**config.mk**
```make
export PLATFORM = sky130hd
export DESIGN_NAME = sync_fifo_param
export DESIGN_NICKNAME = d
export VERILOG_FILES = /design/src/rtl/sync_fifo_param.sv
export SDC_FILE = /design/constraint.sdc
export NUM_CORES = 1
export LEC_CHECK = 0
export CAP_MARGIN = 20
export CORE_ASPECT_RATIO = 1.75
export CORE_MARGIN = 3
export CORE_UTILIZATION = 45
export CTS_CLUSTER_SIZE = 40
export DETAILED_ROUTE_END_ITERATION = 12
export SKIP_LAST_GASP = 1
export SLEW_MARGIN = 10
export SYNTH_ARGS = -nofsm -noshare
export SYNTH_HDL_FRONTEND = slang
export SYNTH_SLANG_ARGS = --single-unit
export TNS_END_PERCENT = 20
```
**constraint.sdc**
```tcl
create_clock -name CLK -period 4.3 [get_ports CLK]
set_input_delay 0.43 -clock CLK [delete_from_list [all_inputs] [get_ports CLK]]
set_output_delay 0.43 -clock CLK [all_outputs]
set_load 0.01 [all_outputs]
```
**src/rtl/sync_fifo_param.sv**
```systemverilog
// sync_fifo_param: parametrised single-clock FIFO with level flags, overflow/underflow pulses and selectable FWFT read
module sync_fifo_param #(
    parameter int DATA_W     = 8,
    parameter int ADDR_W     = 4,
    parameter int AFULL_LVL  = 12,
    parameter int AEMPTY_LVL = 2,
    parameter int FWFT       = 0
) (
    input  logic              CLK,
    input  logic              RST,
    input  logic [DATA_W-1:0] DIN,
    input  logic              DIN_DV,
    output logic              FULL,
    output logic              AFULL,
    input  logic              RD_EN,
    output logic [DATA_W-1:0] DOUT,
    output logic              DOUT_DV,
    output logic              EMPTY,
    output logic              AEMPTY,
    output logic [ADDR_W:0]   COUNT,
    output logic              OVERFLOW,
    output logic              UNDERFLOW
);
    localparam int DEPTH = 2 ** ADDR_W;
    localparam logic [ADDR_W:0] DEPTH_C  = (ADDR_W + 1)'(DEPTH);
    localparam logic [ADDR_W:0] AFULL_C  = (ADDR_W + 1)'(AFULL_LVL);
    localparam logic [ADDR_W:0] AEMPTY_C = (ADDR_W + 1)'(AEMPTY_LVL);
    logic [DATA_W-1:0] mem_q [DEPTH];
    logic [ADDR_W-1:0] wr_ptr_q, wr_ptr_d, rd_ptr_q, rd_ptr_d;
    logic [ADDR_W:0]   count_q, count_d;
    logic [DATA_W-1:0] dout_q, dout_d;
    logic full_q, full_d, empty_q, empty_d, afull_q, afull_d, aempty_q, aempty_d;
    logic dout_dv_q, dout_dv_d, ovf_q, ovf_d, udf_q, udf_d;
    logic wr_acc, rd_acc;
    always_comb begin
        wr_acc    = DIN_DV & ~full_q;
        rd_acc    = RD_EN & ~empty_q;
        wr_ptr_d  = wr_ptr_q + ADDR_W'(wr_acc);
        rd_ptr_d  = rd_ptr_q + ADDR_W'(rd_acc);
        count_d   = count_q + (ADDR_W + 1)'(wr_acc) - (ADDR_W + 1)'(rd_acc);
        full_d    = count_d == DEPTH_C;
        empty_d   = count_d == '0;
        afull_d   = count_d >= AFULL_C;
        aempty_d  = count_d <= AEMPTY_C;
        dout_d    = rd_acc ? mem_q[rd_ptr_q] : dout_q;
        dout_dv_d = rd_acc;
        ovf_d     = DIN_DV & full_q;
        udf_d     = RD_EN & empty_q;
    end
    always_ff @(posedge CLK) begin
        if (RST) begin
            wr_ptr_q  <= '0;
            rd_ptr_q  <= '0;
            count_q   <= '0;
            full_q    <= 1'b0;
            empty_q   <= 1'b1;
            afull_q   <= 1'b0;
            aempty_q  <= 1'b1;
            dout_q    <= '0;
            dout_dv_q <= 1'b0;
            ovf_q     <= 1'b0;
            udf_q     <= 1'b0;
        end else begin
            wr_ptr_q  <= wr_ptr_d;
            rd_ptr_q  <= rd_ptr_d;
            count_q   <= count_d;
            full_q    <= full_d;
            empty_q   <= empty_d;
            afull_q   <= afull_d;
            aempty_q  <= aempty_d;
            dout_q    <= dout_d;
            dout_dv_q <= dout_dv_d;
            ovf_q     <= ovf_d;
            udf_q     <= udf_d;
        end
    end
    // storage is deliberately left uninitialised on reset
    always_ff @(posedge CLK) begin
        if (wr_acc && !RST) mem_q[wr_ptr_q] <= DIN;
    end
    assign DOUT      = (FWFT != 0) ? mem_q[rd_ptr_q] : dout_q;
    assign DOUT_DV   = (FWFT != 0) ? ~empty_q : dout_dv_q;
    assign FULL      = full_q;
    assign EMPTY     = empty_q;
    assign AFULL     = afull_q;
    assign AEMPTY    = aempty_q;
    assign COUNT     = count_q;
    assign OVERFLOW  = ovf_q;
    assign UNDERFLOW = udf_q;
endmodule

```
* Word level (Yosys, flattened, before mapping)
Memory sizes are Yosys's and may differ from the RTL's. A register that Yosys moved wholly into a read port is not among the register bits.
Index checks and enable logic that the tools add are counted.
** Word-level totals
- Bits of input ports :: 12
- Register bits after elaboration :: 20
- Memory bits (writable) :: 128
- Output and inout port bits :: 20
- Memories kept :: 1
- Logic and storage cells :: 29
** Memories
- mem_q :: depth 16, width 8, read ports 1, clocked after memory_dff 1, write ports 1, RTL line 28 : logic [DATA_W-1:0] mem_q [DEPTH];
** Operators by class
- Bitwise gates (word level) :: 6
- Equality and inequality tests :: 1
- Reduce and logical (&&, ||, !) cells :: 3
- $add $sub $neg :: 4
- Muxes and demuxes :: 2
- $lt $le $gt $ge :: 2
** Operators with widths (count)
- adder 4 x 1 -> 4 bit :: 2
- adder 5 x 1 -> 5 bit :: 1
- equality test 5 bit (second input constant) :: 1
- >= comparator 5 x 4 -> 1 bit (second input constant) :: 1
- less-or-equal comparator 5 x 2 -> 1 bit (second input constant) :: 1
- zero test 5 bit :: 1
- subtractor 5 x 1 -> 5 bit :: 1
- bitwise AND 1 bit :: 4
- two-way mux 1 bit :: 2
- NOT 1 bit :: 2
- logical AND 1 bit :: 1
- zero test 1 bit :: 1

* Logic depth before layout (Yosys ltp)
Gate-level depths: netlist (run 1).
- Depth in word-level cells :: 5
- Gate-level depth with buffers :: 12
- Depth with buffers taken out :: 12

* Worst setup path after synthesis (run 1)
No wires, ideal clock.
- Path type :: input port to flip-flop
- Start :: input port RD_EN
- End :: register aempty_q (netlist: AEMPTY)
- Data required time :: 4240 ps
- Cell stages on the path :: 11
- Arrival :: 2091 ps
- Library setup time :: 60 ps
- Slack :: 2149 ps
- Path through :: nor2b_1 -> nand2_1 -> nand2_1 -> ha_1 -> inv_1 -> fa_1 -> inv_1 -> a21o_1 -> a21oi_1 -> xnor2_1 -> a41o_1
** On the way
- Cells in the longest elaborated chain, start to end :: 3
** RTL lines
- start, declared :: RTL line 15 : input logic RD_EN,
- bitwise AND 1 bit :: RTL line 37 : rd_acc = RD_EN & ~empty_q;
- subtractor 5 x 1 -> 5 bit :: RTL line 40 : count_d = count_q + (ADDR_W + 1)'(wr_acc) - (ADDR_W + 1)'(rd_acc);
- less-or-equal comparator 5 x 2 -> 1 bit :: RTL line 44 : aempty_d = count_d <= AEMPTY_C;
- end signal, assigned :: RTL line 70 : aempty_q <= aempty_d;
- end, declared :: RTL line 32 : logic full_q, full_d, empty_q, empty_d, afull_q, afull_d, aempty_q, aempty_d;
Every way passes these cells.
A chain may end at the register's enable or synchronous reset.

* Worst setup path after layout (run 1)
- Start :: input port RD_EN
- End :: register empty_q (netlist: EMPTY)
** On the way
- Cells in the longest elaborated chain, start to end :: 3
** RTL lines
- bitwise AND 1 bit :: RTL line 37
- subtractor 5 x 1 -> 5 bit :: RTL line 40
- zero test 5 bit :: RTL line 42 : empty_d = count_d == '0;
- end signal, assigned :: RTL line 68 : empty_q <= empty_d;
- end, declared :: RTL line 32
Every way passes these cells.

==> results of run 1 <==
-- metal layers --
metal	track usage	up-vias	part of all wire
met4	0.05325	0	0.013
met2	0.3070	50	0.57
met1	0.1932	1492	0.39
met3	0.03723	10	0.028
li1	-	1402	-
met5	0	-	0
-- power by group through the flow --
stage                     combinational (uW)  clock, uW  sequential [uW]
after global routing                     709       1710             1820
final                                    640       1620             1810
after CTS                                654       1650             1810
after detailed placement                 651          0             1850
after global placement                   639          0             1840
after floorplan                          445          0             1820
-- metrics by stage --
stage                     instances  total power, uW
after floorplan                 341             2263
after global placement          535             2481
after detailed placement        535             2497
after CTS                       567             4118
after global routing            567             4245
final                           567             4072
-- worst min-delay path, cell delays in order, from the launching register on --
cell     delay (ps)
dfxtp_1         330
nand2_1          70
nor2_1           30
-- cell families (layout without fill, tap and decap cells) --
logic type | Yosys count | after routing | share of synthesized area
and+or+nand+nor | 73 | 73 | 0.05455
AOI/OAI and AO/OA | 25 | 25 | 0.02511
adders and majority gates | 8 | 8 | 0.01770
xor gates and xnor gates | 9 | 9 | 0.01297
muxes | 48 | 48 | 0.1451
buffers and inverters | 22 | 77 | 0.01997
DFF | 156 | 156 | 0.7246
-- layout make-up --
type / count / share of cell area
multi-input cells: 163 / 0.2158
repair buffers: 38 / 0.05027
well taps: 171 / 0.02964
clock inverters: 11 / 0.02652
inverters: 7 / 0.003640
flip-flops and latches: 156 / 0.6103
clock buffers: 21 / 0.06379
-- worst paths after layout --
path | end | slack [ps] | depth (start not counted)
setup / recovery | EMPTY$_SDFF_PP1_ | 1810 | 12
hold / removal | OVERFLOW$_SDFF_PP0_ | 470 | 2
setup reg to reg | DOUT[4]$_SDFFE_PP0P_ | 2000 | 5
hold reg to reg | OVERFLOW$_SDFF_PP0_ | 470 | 2
-- cells in the mapped netlist, types with 2 or more instances --
library cell  instances
nand2_1              11
clkbuf_1              4
mux4_1                7
o211ai_1              2
xnor2_1               4
nor2b_1               7
or3_1                 2
xor2_1                5
a21o_1                2
nand2b_1              7
dfxtp_1              28
nand3_1               4
o21ai_1               7
buf_2                 6
mux2i_1              18
ha_1                  7
buf_4                 2
nor3_1                5
nor2_1               35
mux4_2               23
edfxtp_1            128
a41o_1                2
a21oi_1               9
inv_1                 7
-- layout by cell type, fill, tap and decap left out, types with 4 or more instances in the layout --
master	instances
edfxtp_1	128
nor2_1	35
clkdlybuf4s50_1	31
dfxtp_1	27
mux4_2	23
mux2i_1	18
clkbuf_16	17
nand2_1	11
a21oi_1	9
nand2b_1	7
inv_1	7
nor2b_1	7
mux4_1	7
o21ai_1	7
ha_1	7
buf_4	7
xor2_1	5
bufinv_16	5
nand3_1	4
nor3_1	4
xnor2_1	4
-- sequential cells by signal, indices dropped and copies added (netlist names) --
| signal | count |
|---|---|
| AFULL | 1 |
| DOUT | 8 |
| DOUT_DV | 1 |
| OVERFLOW | 1 |
| FULL | 1 |
| COUNT | 5 |
| EMPTY | 1 |
| mem_q | 128 |
| rd_ptr_q | 4 |
| wr_ptr_q | 4 |
| AEMPTY | 1 |
| UNDERFLOW | 1 |
==> summary.txt, run 1 <==
Timing
  – Unrepaired setup endpoints after global routing: no
  – Final setup viols: 0
  – Slack of the critical path: 1807 ps
  – Max Clk Rate: 0.4011 GHz
  – Count of pins over their slew limit: 0
  – Skew final: 6.068 ps
  – Slew @ Worst Pin: 975.0 ps
  – Period utilisation layout: 0.5798
  – Slew margin rel.: 0.3476
  – Final Hold Slack: 468.8 ps
  – Fin crit period: 2493 ps
  – Final hold violations: 0
  – Setup TNS: 0 ps

Clock tree
  – # H-tree levels: 4
  – CTS Buf Count: 17
  – Clock buffer depth: 2
  – Clock sink total: 156
  – Number of hold buffers added after CTS: 0
  – Clock latency on the worst-skew pair: 410 ps
  – CTS resizes: 0
  – Setup bufs post-CTS: 0
  – CTS root buf: clkbuf_16
  – Worst-path clk slew: 60 ps
  – TritonCTS clock tree: built

Hold path
  – Hold Crit Class: flop to flop
  – Hold wc startpoint: FULL$_SDFF_PP0_

GRT
  – Largest net degree at the start of global routing: 30
  – Total gr overflow: 0
  – Total track usage: 0.1686
  – Vias in the first global route: 3150
  – Initial antenna violation count: 0
  – First-pass GRT wire length: 18110 um

Route
  – Via count: 2954
  – Post-route ant nets: 0
  – DRC marker count from the first detailed-route iteration: 185
  – TritonRoute pass-1 iters: 4
  – DRC: 0
  – Routed len/inst: 20.44 um
  – DR vias/cell: 5.210
  – Drt total wl: 11590 um

Pwr
  – Comb pwr share: 0.157
  – Clock network power share: 0.399
  – Sw Ratio: 0.2345
  – Leak: 0.002347 uW
  – Register share of total power: 0.444
  – Pwr dens: 564.1 nW/um^2
  – Sw Pwr: 954.8 uW
  – Internal Power: 3117 uW
  – VDD IR max: 443.6 uV

Worst setup path
  – WP buf/inv: 3
  – CP arrival: 2850 ps
  – Worst Setup End Kind: flop
  – WS Path Type: input port to flop
  – CP required: 4650 ps
  – Crit start category: input port
  – Worst R2R Start: rd_ptr_q[0]$_SDFF_PP0_
  – Max incr delay on CP: 500 ps
  – CP Cell Sequence: clkdlybuf4s50_1 -> nor2b_1 -> nand2_1 -> nand2_1 -> ha_1 -> inv_1 -> fa_1 -> inv_1 -> a21o_1 -> a21oi_1 -> xnor2_1 -> a41o_1
  – CP startpoint: RD_EN
  – Maximum fanout along the worst path: 5
  – Critical path's top delay family: buffers and inverters
  – Worst path slowest cell: clkdlybuf4s50_1

Floorplanning
  – IO Pins: 32
  – Row Count: 55
  – Die height: 159.7 um
  – Core Area: 13080 sq um
  – Area of the die: 14990 sq um
  – Initial Util: 0.4649
  – Die X: 93.86 um

Logic synthesis
  – Synth top area share: 0.6324
  – Area of the mapped netlist: 6078 sq um
  – Number of synthesized flops with an enable pin: 128
  – Syn_nets: 361
  – Asr flop ratio synth: 0
  – Sequential share of the synthesized area: 0.7246
  – Synth cell types: 33
  – Yosys reg bits: 156
  – Cell accounting for the most synthesized area: edfxtp_1
  – Dominant synthesized flop cell: edfxtp_1
  – Syn_area_per_cell: 17.83 sq um
  – Synthesis warning total: 0
  – Gate Count Post-Synth: 341
  – Synth area leaders: edfxtp_1 (63%), dfxtp_1 (9.2%), mux4_2 (8.5%)

Placed design
  – Post-DP Area: 6566 sq um
  – Setup WS pre-CTS: 1364 ps
  – Input/output buffers: 31
  – HPWL Detailed: 7657 um
  – Placer Congestion: 0.7129

Cells and area
  – Final cell area excluding filler cells: 7218 sq um
  – Layout area overhead: 18.75%
  – Nets: 403
  – Core Util, Final: 0.5521
  – Area of the multi-input gates: 1558 sq um
  – Antenna diodes: 0
  – Fillers: 1050
  – Layout cells sized above 1: 0.1540
  – Sequential cell area: 4405 sq um

Run status
  – Status: completed

Job
  – MaxCap Viol Count: 0
Note: power is estimated with default switching activity, not from simulation.
==> run 2: changes to the inputs <==
- PLACE_DENSITY: not set -> 0.65
- clock period: 4.3 -> 2.1 ns (I/O delays scaled with it)
==> run 2 against run 1 <==
Compared with the run above:
- clock power is 77% higher
- core utilization is 2.0 points higher
- worst setup slack lost 1700 ps
- critical path depth is 3 lower
- largest power group unchanged
==> summary.txt, run 2 (synthesis gave the netlist of run 1 again) <==
Run status
  – Status: completed

Cells and area
  – Leading cell type in the layout, fill and taps excluded: edfxtp_1
  – Most frequent cells in the layout: edfxtp_1 (128), buf_4 (39), nor2_1 (35)
  – Final Non-Filler Cells: 602
  – Largest register FFs: 128
  – Layout cells sized above 1: 0.2483
  – Final cell area excluding filler cells: 7478 sq um
  – Nets: 438
  – Antenna diodes: 0
  – Layout area overhead: 23.03%
  – Biggest register: mem_q

Clock tree
  – Setup bufs post-CTS: 0
  – TritonCTS clock tree: built
  – Clock sink total: 156
  – Worst-path clk slew: 60 ps
  – CTS root buf: clkbuf_16
  – Clock buffer depth: 2
  – Number of hold buffers added after CTS: 0
  – # H-tree levels: 4
  – CTS Buf Count: 17
  – Clock latency on the worst-skew pair: 410 ps

Floorplanning
  – Die X: 93.86 um
  – Area of the die: 14990 sq um
  – Row Count: 55
  – Die height: 159.7 um
  – Initial Util: 0.4649
  – Core Area: 13080 sq um
  – IO Pins: 32

Timing
  – Slew margin rel.: 0.4962
  – Period utilisation layout: 0.9355
  – Skew final: 3.862 ps
  – Final setup viols: 0
  – Count of pins over their slew limit: 0
  – Fin crit period: 1965 ps
  – Max Clk Rate: 0.5090 GHz
  – Final hold violations: 0
  – Slew @ Worst Pin: 752.9 ps

Job
  – MaxCap Viol Count: 0

Worst setup path
  – Worst R2R Start: FULL$_SDFF_PP0_
  – Critical path's top delay family: simple AND/OR/NAND/NOR gates
  – Crit start category: flop
  – Max incr delay on CP: 330 ps
  – Worst path slowest cell: dfxtp_1
  – WP buf/inv: 1
  – R2R depth: 9
  – CP arrival: 2290 ps
  – Register-to-register setup slack: 140 ps
  – WS Path Type: flop to flop
  – Maximum fanout along the worst path: 5
  – R2r endpoint: FULL$_SDFF_PP0_
  – CP Cell Sequence: nand2b_4 -> nand2_1 -> buf_4 -> ha_1 -> a21o_1 -> a21oi_1 -> xor2_2 -> nand3_1 -> nor3_1
  – CP required: 2430 ps
  – Worst Setup End Kind: flop

Placed design
  – HPWL Detailed: 8219 um
  – Input/output buffers: 31
  – Post-DP Area: 6862 sq um
  – Placed Instances: 570
  – Placer Congestion: 0.7695

Hold path
  – Hold wc startpoint: DIN_DV
  – Hold path depth: 3
  – Hold Crit Class: input port to flop
  – WHS Endpoint: OVERFLOW$_SDFF_PP0_

GRT
  – Total gr overflow: 0
  – Largest net degree at the start of global routing: 35
  – First-pass GRT wire length: 19070 um
  – Initial antenna violation count: 0
  – Total track usage: 0.1747
  – Vias in the first global route: 3379

Pwr
  – Pwr dens: 1102 nW/um^2
  – Power, Total: 8245 uW
  – Leak: 0.002509 uW
  – VDD IR max: 798.7 uV

Route
  – Drt total wl: 11880 um
  – DRC marker count from the first detailed-route iteration: 172
  – TritonRoute pass-1 iters: 4
  – Post-route ant nets: 0
  – Routed len/inst: 19.73 um
  – Via count: 3195
  – DRC: 0
  – DR vias/cell: 5.307
## run 2: cell types whose count changed in the layout (fill, tap and decap cells not counted), moves of 2 or more
cell | before | now
nand2b_4 | 0 | 2
xor2_1 | 5 | 3
buf_4 | 7 | 39
clkbuf_8 | 2 | 0
nand2b_1 | 7 | 5
buf_12 | 0 | 3
xor2_2 | 0 | 2
bufinv_16 | 5 | 2
clkinv_2 | 1 | 5
## run 2: tightest hold or removal path, cell delays in order
cell and delay, ps:
clkdlybuf4s50_1 460, nand2_1 90, nor2_1 40
## run 2: power breakdown
part | leakage (uW) | internal (uW) | switching [uW]
Combinational | 0.000856 | 929 | 794
Clock | 0.000270 | 1730 | 1140
Sequential | 0.00138 | 3530 | 125
## run 2: final cells by class
cell class / instances / area (sq um)
tap: 171 / 214.0
clock buffer: 19 / 432.9
sequential: 156 / 4407
fill: 1012 / 5597
clock inverter: 13 / 126.4
timing repair buffer: 73 / 663.1
inverter: 7 / 26.28
multi-input combinational: 163 / 1609
## run 2: what timing repair did
action / in CTS / in global routing
pin swaps: 1 / 2
resized for setup: 3 / 10
setup endpoints to repair: 5 / 5
## run 2: layer usage
layer  GRT usage  up-vias  share of wire
met2      0.3093       74           0.57
li1            -     1474              -
met4     0.06772        0          0.016
met3     0.04477       19          0.037
met5           0        -              0
met1      0.1986     1628           0.37
## run 2: stage by stage
stage                     hold slack, ps    util  TNS (ps)  setup WS (ps)
after floorplan                    293.9       -         0          42.90
after global placement             463.3  0.5248     -2028         -335.4
after detailed placement           484.4  0.5248     -4218         -442.7
after CTS                          416.5  0.5689         0          8.692
after global routing               424.9  0.5720    -6.334         -6.334
final                              434.7  0.5720         0          135.4
## run 2: worst max path at each step
| stage | startpoint | end | slack, ps | cells after the start |
|---|---|---|---|---|
| 2_1_floorplan | EMPTY$_SDFF_PP1_ | AEMPTY$_SDFF_PP1_ | 40 | 11 |
| 3_3_place_gp | DIN_DV | AFULL$_SDFF_PP0_ | -340 | 14 |
| 3_5_place_dp | RD_EN | AFULL$_SDFF_PP0_ | -440 | 13 |
| 4_1_cts | FULL$_SDFF_PP0_ | AFULL$_SDFF_PP0_ | 9 | 13 |
| 5_1_grt | FULL$_SDFF_PP0_ | AFULL$_SDFF_PP0_ | -6 | 13 |
| 6_report | FULL$_SDFF_PP0_ | FULL$_SDFF_PP0_ | 140 | 9 |
==> run 3: changes to the inputs <==
- CORE_ASPECT_RATIO: 1.75 -> 0.9
- CORE_MARGIN: 3 -> not set
==> run 3 against run 2 <==
Compared with the run above:
- worst hold slack worse by 290 ps
- sequential cell count unchanged
- core utilization up 0.16 points
- cell area is 0.82% lower
- routed wire length shrank 2.8%
- count of clock-buffer cells in the layout up 2
- critical path depth increased by 4
- combinational power barely moved
- maximum frequency shrank 0.93%
- non-clock buffer count fell by 2
- largest power group unchanged
==> summary.txt, run 3 (synthesis gave the netlist of run 1 again) <==
Timing
  – Unrepaired setup endpoints after global routing: yes
  – Skew final: 9.553 ps
  – Final hold violations: 0
  – Period utilisation layout: 0.9443
  – Slew margin rel.: 0.4136
  – Slew @ Worst Pin: 876.3 ps
  – Final setup viols: 0
  – Setup TNS: 0 ps
  – Fin crit period: 1983 ps
  – Count of pins over their slew limit: 0
  – Max Clk Rate: 0.5043 GHz

Route
  – Routed len/inst: 19.51 um
  – Drt total wl: 11550 um
  – DR vias/cell: 5.360
  – Via count: 3173
  – TritonRoute pass-1 iters: 6
  – Post-route ant nets: 0
  – DRC marker count from the first detailed-route iteration: 206
  – DRC: 0

Cells and area
  – Most frequent cells in the layout: edfxtp_1 (128), buf_4 (37), nor2_1 (35)
  – Final Non-Filler Cells: 592
  – Layout area overhead: 22.03%
  – Leading cell type in the layout, fill and taps excluded: edfxtp_1
  – Fillers: 987
  – Area of the multi-input gates: 1608 sq um
  – Biggest register: mem_q
  – Sequential cell area: 4410 sq um
  – Nets: 436
  – Antenna diodes: 0
  – Layout cells sized above 1: 0.2407
  – Core Util, Final: 0.5736
  – Largest register FFs: 128

Worst setup path
  – Crit start category: flop
  – Maximum fanout along the worst path: 4
  – WS Path Type: flop to flop
  – Register-to-register setup slack: 120 ps
  – CP Cell Sequence: nand2b_4 -> inv_2 -> nand2_2 -> nand2_1 -> ha_2 -> inv_2 -> fa_2 -> inv_1 -> a21o_1 -> a21oi_2 -> xnor2_2 -> buf_4 -> o21ai_2
  – WP buf/inv: 4
  – R2r endpoint: AFULL$_SDFF_PP0_
  – Max incr delay on CP: 350 ps
  – Cell mode on critical path: inv_2
  – CP required: 2400 ps
  – Worst Setup End Kind: flop
  – CP arrival: 2280 ps
  – Critical path's top delay family: adder cells
  – Worst path slowest cell: fa_2
  – R2R depth: 13
  – Worst R2R Start: FULL$_SDFF_PP0_

GRT
  – Largest net degree at the start of global routing: 30
  – GRT met3 Usage: 0.04528
  – First-pass GRT wire length: 18370 um
  – Vias in the first global route: 3381
  – Total gr overflow: 0
  – Busiest grt layer: met2
  – Total track usage: 0.1795
  – GR Util met2: 0.2888
  – M1 GR Usage: 0.2375
  – Initial antenna violation count: 0

Run status
  – Status: completed

Clock tree
  – # H-tree levels: 4
  – Clock latency on the worst-skew pair: 410 ps
  – Clock sink total: 156
  – CTS root buf: clkbuf_16
  – TritonCTS clock tree: built
  – Clock buffer depth: 2
  – CTS Buf Count: 17
  – Number of hold buffers added after CTS: 0
  – Worst-path clk slew: 60 ps

Floorplanning
  – Core Area: 12930 sq um
  – IO Pins: 32
  – Die X: 124.5 um
  – Initial Util: 0.4701
  – Row Count: 39
  – Die height: 112.3 um
  – Area of the die: 13980 sq um

Placed design
  – HPWL Detailed: 7590 um
  – Placer Congestion: 0.7308
  – Placed Instances: 559
  – Input/output buffers: 31

Hold path
  – Hold Crit Class: input port to flop
  – Hold path depth: 3
  – Hold wc startpoint: RD_EN
  – WHS Endpoint: UNDERFLOW$_SDFF_PP0_

Pwr
  – Leak: 0.002488 uW
  – VDD IR max: 678.2 uV
  – Pwr dens: 1087 nW/um^2
  – Power, Total: 8063 uW

Job
  – MaxCap Viol Count: 0
## run 3: stage by stage
stage               hold WS [ps]  setup WS, ps  area, sq um
global placement           454.3        -378.1         6823
detailed placement         463.6        -482.1         6823
global route               149.3        -15.76         7417
CTS                        357.7         5.055         7347
finish                     147.7         116.9         7417
floorplan                  293.9         42.90         6078
## run 3: worst register-to-register path, delay by kind of cell (launching register included)
| kind | cells | cell delay, ps |
|---|---|---|
| adders and majority gates | 2 | 530 |
| DFF | 1 | 320 |
| buffers and inverters | 4 | 320 |
| and+or+nand+nor | 3 | 240 |
| xor gates and xnor gates | 1 | 240 |
| AOI/OAI and AO/OA | 3 | 220 |
## run 3: where the power goes
part / switching [uW] / internal [uW] / leakage (uW)
clock: 1090 / 1600 / 0.000249
sequential: 112 / 3530 / 0.00138
combinational: 792 / 936 / 0.000855
total: 1990 / 6070 / 0.00249
## run 3: per-layer routing
metal,vias up,part of all wire,wire length (um)
li1,1469,-,-
met1,1623,0.44,5080
met2,69,0.50,5770
met3,12,0.044,509
met4,0,0.016,187
met5,-,0,0
## run 3: what timing repair did
item,in CTS,in global routing
setup buffers,0,2
hold endpoints to repair,0,0
setup endpoints to repair,2,6
resized for setup,1,18
pin swaps,0,5
## run 3: final cells by class
| type | count | share of cell area |
|---|---|---|
| clock buffers | 21 | 0.05938 |
| well taps | 164 | 0.02767 |
| repair buffers | 71 | 0.08772 |
| inverters | 7 | 0.003543 |
| clock inverters | 10 | 0.01029 |
| flip-flops and latches | 156 | 0.5946 |
| multi-input cells | 163 | 0.2168 |
## run 3: worst max path at each step
stage / from / to / slack, ps / cells past startpoint
final: FULL$_SDFF_PP0_ / AFULL$_SDFF_PP0_ / 120 / 13
after global routing: FULL$_SDFF_PP0_ / AFULL$_SDFF_PP0_ / -20 / 13
after CTS: EMPTY$_SDFF_PP1_ / AFULL$_SDFF_PP0_ / 5 / 12
after detailed placement: RD_EN / AFULL$_SDFF_PP0_ / -480 / 13
after global placement: RD_EN / AFULL$_SDFF_PP0_ / -380 / 13
after floorplan: EMPTY$_SDFF_PP1_ / AEMPTY$_SDFF_PP1_ / 40 / 11
